## src/rtl/coeff_inverse_scan.sv

```systemverilog
// Inverse coefficient scan for a 16x16 block: accepts 256 coefficients in scan order
// (diagonal, horizontal or vertical) and replays them in raster order with flow control.
module coeff_inverse_scan #(
  parameter int unsigned COEFF_W = 16
) (
  input  logic               clk,
  input  logic               rst,
  input  logic               start,
  input  logic [1:0]         scan_type,
  input  logic               in_valid,
  output logic               in_ready,
  input  logic [COEFF_W-1:0] in_coeff,
  output logic               out_valid,
  input  logic               out_ready,
  output logic [COEFF_W-1:0] out_coeff,
  output logic [7:0]         out_pos,
  output logic               out_last,
  output logic               busy,
  output logic [7:0]         last_sig_scan,
  output logic               all_zero
);

  typedef enum logic [1:0] {
    StIdle,
    StLoad,
    StDrain
  } state_e;

  localparam logic [1:0] ScanDiag  = 2'd0;
  localparam logic [1:0] ScanHoriz = 2'd1;
  localparam logic [1:0] ScanVert  = 2'd2;

  state_e state_q, state_d;

  logic [1:0] scan_q, scan_d;
  logic [7:0] k_q, k_d;
  logic [7:0] r_q, r_d;
  logic [3:0] row_q, row_d;
  logic [3:0] col_q, col_d;
  logic [4:0] diag_q, diag_d;
  logic [7:0] last_sig_q, last_sig_d;
  logic       all_zero_q, all_zero_d;

  logic [COEFF_W-1:0] mem_q [256];

  logic       in_hs;
  logic       out_hs;
  logic [7:0] wr_addr;

  // Diagonal walker: next (row, col, anti-diagonal) after the current scan position
  logic [3:0] row_step;
  logic [3:0] col_step;
  logic [4:0] diag_step;
  logic [4:0] diag_nx;
  logic [4:0] row_w;
  logic [4:0] col_w;

  assign in_hs  = in_valid & in_ready;
  assign out_hs = out_valid & out_ready;

  always_comb begin
    diag_nx   = diag_q + 5'd1;
    row_w     = '0;
    col_w     = '0;
    row_step  = row_q;
    col_step  = col_q;
    diag_step = diag_q;
    if (!diag_q[0]) begin
      // Even anti-diagonal: row descends until it hits row 0 or column 15
      if (row_q == 4'd0 || col_q == 4'd15) begin
        row_w     = (diag_nx > 5'd15) ? (diag_nx - 5'd15) : 5'd0;
        col_w     = diag_nx - row_w;
        row_step  = row_w[3:0];
        col_step  = col_w[3:0];
        diag_step = diag_nx;
      end else begin
        row_step = row_q - 4'd1;
        col_step = col_q + 4'd1;
      end
    end else begin
      // Odd anti-diagonal: row ascends until it hits row 15 or column 0
      if (row_q == 4'd15 || col_q == 4'd0) begin
        row_w     = (diag_nx > 5'd15) ? 5'd15 : diag_nx;
        col_w     = diag_nx - row_w;
        row_step  = row_w[3:0];
        col_step  = col_w[3:0];
        diag_step = diag_nx;
      end else begin
        row_step = row_q + 4'd1;
        col_step = col_q - 4'd1;
      end
    end
  end

  always_comb begin
    wr_addr = {row_q, col_q};
    unique case (scan_q)
      ScanHoriz: wr_addr = k_q;
      ScanVert:  wr_addr = {k_q[3:0], k_q[7:4]};
      default:   wr_addr = {row_q, col_q};
    endcase
  end

  always_comb begin
    state_d    = state_q;
    scan_d     = scan_q;
    k_d        = k_q;
    r_d        = r_q;
    row_d      = row_q;
    col_d      = col_q;
    diag_d     = diag_q;
    last_sig_d = last_sig_q;
    all_zero_d = all_zero_q;

    unique case (state_q)
      StIdle: begin
        if (start) begin
          state_d    = StLoad;
          scan_d     = (scan_type == 2'd3) ? ScanDiag : scan_type;
          k_d        = '0;
          r_d        = '0;
          row_d      = '0;
          col_d      = '0;
          diag_d     = '0;
          last_sig_d = '0;
          all_zero_d = 1'b1;
        end
      end
      StLoad: begin
        if (in_hs) begin
          k_d    = k_q + 8'd1;
          row_d  = row_step;
          col_d  = col_step;
          diag_d = diag_step;
          if (in_coeff != '0) begin
            last_sig_d = k_q;
            all_zero_d = 1'b0;
          end
          if (k_q == 8'd255) begin
            state_d = StDrain;
            r_d     = '0;
          end
        end
      end
      StDrain: begin
        if (out_hs) begin
          r_d = r_q + 8'd1;
          if (r_q == 8'd255) begin
            state_d = StIdle;
          end
        end
      end
      default: state_d = StIdle;
    endcase
  end

  always_ff @(posedge clk or posedge rst) begin
    if (rst) begin
      state_q    <= StIdle;
      scan_q     <= ScanDiag;
      k_q        <= '0;
      r_q        <= '0;
      row_q      <= '0;
      col_q      <= '0;
      diag_q     <= '0;
      last_sig_q <= '0;
      all_zero_q <= 1'b1;
    end else begin
      state_q    <= state_d;
      scan_q     <= scan_d;
      k_q        <= k_d;
      r_q        <= r_d;
      row_q      <= row_d;
      col_q      <= col_d;
      diag_q     <= diag_d;
      last_sig_q <= last_sig_d;
      all_zero_q <= all_zero_d;
    end
  end

  // Coefficient store is deliberately left out of reset
  always_ff @(posedge clk) begin
    if (in_hs) begin
      mem_q[wr_addr] <= in_coeff;
    end
  end

  assign in_ready      = (state_q == StLoad);
  assign out_valid     = (state_q == StDrain);
  assign busy          = (state_q != StIdle);
  assign out_coeff     = mem_q[r_q];
  assign out_pos       = r_q;
  assign out_last      = out_valid & (r_q == 8'd255);
  assign last_sig_scan = last_sig_q;
  assign all_zero      = all_zero_q;

endmodule

```

## config.mk

```make
export PLATFORM = sky130hd
export DESIGN_NAME = coeff_inverse_scan
export DESIGN_NICKNAME = d
export VERILOG_FILES = /design/src/rtl/coeff_inverse_scan.sv
export SDC_FILE = /design/constraint.sdc
export NUM_CORES = 2
export LEC_CHECK = 0
export ABC_AREA = 1
export CORE_MARGIN = 5
export CORE_UTILIZATION = 50
export CTS_CLUSTER_SIZE = 24
export DETAILED_ROUTE_END_ITERATION = 10
export PLACE_DENSITY = 0.61
export REMOVE_ABC_BUFFERS = 1
export SLEW_MARGIN = 20
export SYNTH_ARGS = -nofsm -noshare
export SYNTH_HDL_FRONTEND = slang
export SYNTH_SLANG_ARGS = --single-unit
```

## constraint.sdc

```tcl
create_clock -name clk -period 8 [get_ports clk]
set_clock_uncertainty 0.15 [all_clocks]
set_input_delay 2 -clock clk [delete_from_list [all_inputs] [get_ports clk]]
set_output_delay 2 -clock clk [all_outputs]
set_load 0.005 [all_outputs]
```

==> results.py <==
metrics = {
    "power_and_ir_drop": {
        "seq_power_share_pct": 37.1,
        "p_int_w": 0.0406,
        "p_leak_nw": 63.6,
        "switching_share_pct": 37.6,
        "power_frac_clock_pct": 29.7,
        "switching_power_w": 0.0245,
        "power_density_mw_per_mm2": 348,
        "comb_power_share_pct": 33.2,
        "ir_worst_vdd_v": 0.000316,
    },
    "yosys": {
        "avgSynthCellArea_um2": 12.2,
        "synth_ff_type": "edfxtp_1",
        "ys_types": 39,
        "yosysWarnings": 0,
        "synthArstFlopShare_pct": 1.01,
        "ys_seq_area_share_pct": 74.0,
        "yosys_register_bits": 4138,
        "syn_inst": 13777,
        "syn_area_mm2": 0.168,
        "synth-edff-count": 4096,
    },
    "die": {
        "start_util_pct": 50.2,
        "io_pins": 60,
        "die_h_um": 589,
        "coreArea_mm2": 0.334,
        "die_w_um": 589,
        "dieArea_mm2": 0.347,
        "fp-row-count": 212,
    },
    "timing": {
        "fin_crit_sh_pct": 99.0,
        "min_period_ns": 7.92,
        "grt_setup_unrepaired": "true",
        "hold_viol_final": 0,
        "finalHoldWorstSlack_ns": 0.335,
        "tightest_slew_ns": 1.18,
        "max_freq_mhz": 126,
        "relSlewSlack_pct": 21.3,
        "tns_ns": 0,
        "setup_viol": 0,
        "maxSlewViolCount": 0,
    },
    "clocking": {
        "insertion_delay_ns": 0.94,
        "root_buffer": "clkbuf_16",
        "cts_max_path_buffers": 4,
        "cts_tree": "done",
        "cts_buffers": 416,
        "cts_sinks": 4138,
        "clk_pin_slew_ns": 0.06,
        "htree_num_levels": 5,
    },
    "placement": {
        "postPlaceCellArea_mm2": 0.174,
        "dpl.hpwl_um": 279000,
        "gp_congestion": 0.880,
        "placed_cells": 17764,
        "numPortBuffers": 59,
    },
    "drt": {
        "via_per_inst": 6.02,
        "drt_iter0_markers": 13784,
        "wirelength_um": 500000,
        "ant_nets": 0,
        "post_drt_wl_per_cell_um": 27.0,
        "firstDrtPassIters": 8,
        "drc": 0,
        "vias": 111531,
    },
    "setup_path": {
        "critPathKind": "flip-flop to output pin",
        "required_ns": 5.85,
        "cp.arrival_ns": 5.77,
        "start_kind": "flip-flop",
        "critPathCaptureType": "output pin",
        "path_max_fanout": 98,
    },
    "global_routing": {
        "grt_max_degree": 188,
        "gr-total-overflow": 0,
        "antenna_found_initial": 29,
        "grt_pass1_wl_um": 728000,
        "grt_pass1_vias": 105797,
        "grt_use_total_pct": 28.1,
    },
    "finish": {
        "area_delta_synth_final_pct": 11.6,
        "stdcell_count": 18534,
        "fin_util_pct": 56.0,
        "final_nets": 13831,
        "design_area_mm2": 0.187,
        "layout-drive-gt1-share_pct": 7.91,
    },
    "min_path": {
        "hold_class": "flip-flop to flip-flop",
    },
    "run_status": {
        "status": "finished, final reports clean",
    },
    "run": {
        "drv_cap": 0,
    },
}
==> synthesized netlist by cell type, types with 2 or more instances <==
master / count / area [um2]
nor2_1: 1993 / 7480
buf_2: 327 / 1640
o31ai_1: 2 / 15.0
nand2_1: 2603 / 9770
a21oi_1: 85 / 425
o2111ai_1: 2 / 17.5
inv_1: 134 / 503
buf_1: 131 / 492
clkinv_1: 4 / 15.0
o21ai_1: 103 / 515
nand3_1: 2344 / 11700
nor3_1: 10 / 50.1
dfrtp_1: 41 / 1030
o211ai_1: 354 / 2660
clkbuf_1: 301 / 1130
ha_1: 13 / 163
edfxtp_1: 4096 / 123000
xnor2_1: 2 / 17.5
buf_6: 53 / 597
nor4_1: 3 / 18.8
o32ai_1: 2 / 17.5
inv_2: 3 / 11.3
o21ai_0: 998 / 4990
a221o_1: 8 / 80.1
o22ai_1: 23 / 144
xor2_1: 6 / 52.6
nand4_1: 6 / 37.5
buf_4: 119 / 893
==> power groups by stage <==
stage | clock network, W | registers, W | logic [W]
after floorplan | 0 | 0.0252 | 0.00827
after global placement | 0 | 0.0246 | 0.0212
after detailed placement | 0 | 0.0246 | 0.0213
after CTS | 0.0195 | 0.0241 | 0.0214
after global routing | 0.0205 | 0.0241 | 0.0232
final | 0.0193 | 0.0241 | 0.0216
==> registers in the layout (all words and copies together), names as in the netlist <==
| signal | count |
|---|---|
| all_zero | 1 |
| col_q | 4 |
| diag_q | 5 |
| k_q | 8 |
| last_sig_scan | 8 |
| mem_q | 4096 |
| out_pos | 8 |
| row_q | 4 |
| scan_q | 2 |
| state_q | 2 |
==> timing repair <==
action                                  in CTS  in global routing
resized for setup                            1                  0
setup buffers                                0                  0
pin swaps                                    0                  0
endpoints found under the setup margin       3                  1
hold buffers                                 0                  0
hold endpoints to repair                     0                  0
==> cells in the final DEF (no fill, tap or decap), types with 7 or more instances in the layout <==
cell type,netlist,final
nor2_1,1993,1976
o211ai_1,354,354
ha_1,13,13
clkinvlp_4,0,10
inv_6,0,8
buf_12,0,68
clkinv_1,4,95
nand3_1,2344,2344
nor3_1,10,10
clkdlybuf4s50_1,0,43
bufinv_16,0,45
nor2_4,0,7
buf_4,119,406
clkbuf_16,0,420
o22ai_1,23,23
a21oi_1,85,85
edfxtp_1,4096,4096
inv_1,134,131
diode_2,0,8
dfrtp_1,41,36
o21ai_0,998,998
buf_8,1,16
nand2_2,0,15
clkinv_8,0,8
nand2_1,2603,2588
o21ai_1,103,103
a221o_1,8,8
clkbuf_1,301,93
clkinv_2,0,78
nor2_2,1,11
==> metal layers <==
metal | GRT usage [%] | vias to the layer above | wire [um]
met2 | 44.2 | 5645 | 232000
li1 | - | 49364 | -
met3 | 4.00 | 1012 | 44100
met4 | 12.9 | 10 | 26700
met1 | 39.3 | 55500 | 197000
met5 | 0 | - | 73
==> critical path, stage by stage (launching register included) <==
cell	delay [ns]
dfrtp_4	0.76
inv_16	0.55
buf_12	0.30
buf_4	0.34
buf_4	0.38
nor2_1	0.07
o211ai_1	0.38
nand3_1	0.22
a21oi_1	0.21
nor2_1	0.11
nand2_1	0.07
nand3_1	0.23
nand2_1	0.41
clkdlybuf4s50_1	0.60
==> kinds of logic after synthesis <==
group | after synthesis | synth area share [%]
AOI/OAI and AO/OA | 1578 | 5.30
and+or+nand+nor | 6965 | 17.4
adders and majority gates | 13 | 0.0971
xor gates and xnor gates | 8 | 0.0418
DFF | 4138 | 74.0
buffers and inverters | 1075 | 3.16
==> path summary, 6_finish.rpt <==
kind | cells past startpoint | to | slack (ns) | startpoint
min | 2 | all_zero$_DFFE_PP1P_ | 0.34 | all_zero$_DFFE_PP1P_
max | 13 | out_coeff[1] | 0.08 | out_pos[0]$_DFFE_PP0P_
min in group asynchronous | 2 | last_sig_scan[4]$_DFFE_PP0P_ | 1.36 | rst
max in group asynchronous | 2 | out_pos[3]$_DFFE_PP0P_ | 5.68 | rst
max reg2reg | 9 | mem_q[79][15]$_DFFE_PP_ | 3.05 | scan_q[0]$_DFFE_PP0P_
min reg2reg | 2 | all_zero$_DFFE_PP1P_ | 0.34 | all_zero$_DFFE_PP1P_
==> layout make-up <==
| class | instances | area (um2) |
|---|---|---|
| clock buffers | 517 | 10900 |
| diodes | 8 | 20.0 |
| fillers | 27139 | 147000 |
| inverters | 142 | 579 |
| multi-input cells | 8564 | 38400 |
| clock inverters | 245 | 2470 |
| repair buffers | 533 | 5080 |
| well taps | 4387 | 5490 |
| flip-flops and latches | 4138 | 124000 |
==> stage by stage <==
stage          setup WS, ns  total power [W]
3_5_place_dp          0.982           0.0459
4_1_cts              0.0645           0.0651
5_1_grt             -0.0483           0.0678
6_report             0.0782           0.0651
3_3_place_gp          0.951           0.0457
2_1_floorplan       -111.93           0.0334
Power figures use the tool's default switching activity.
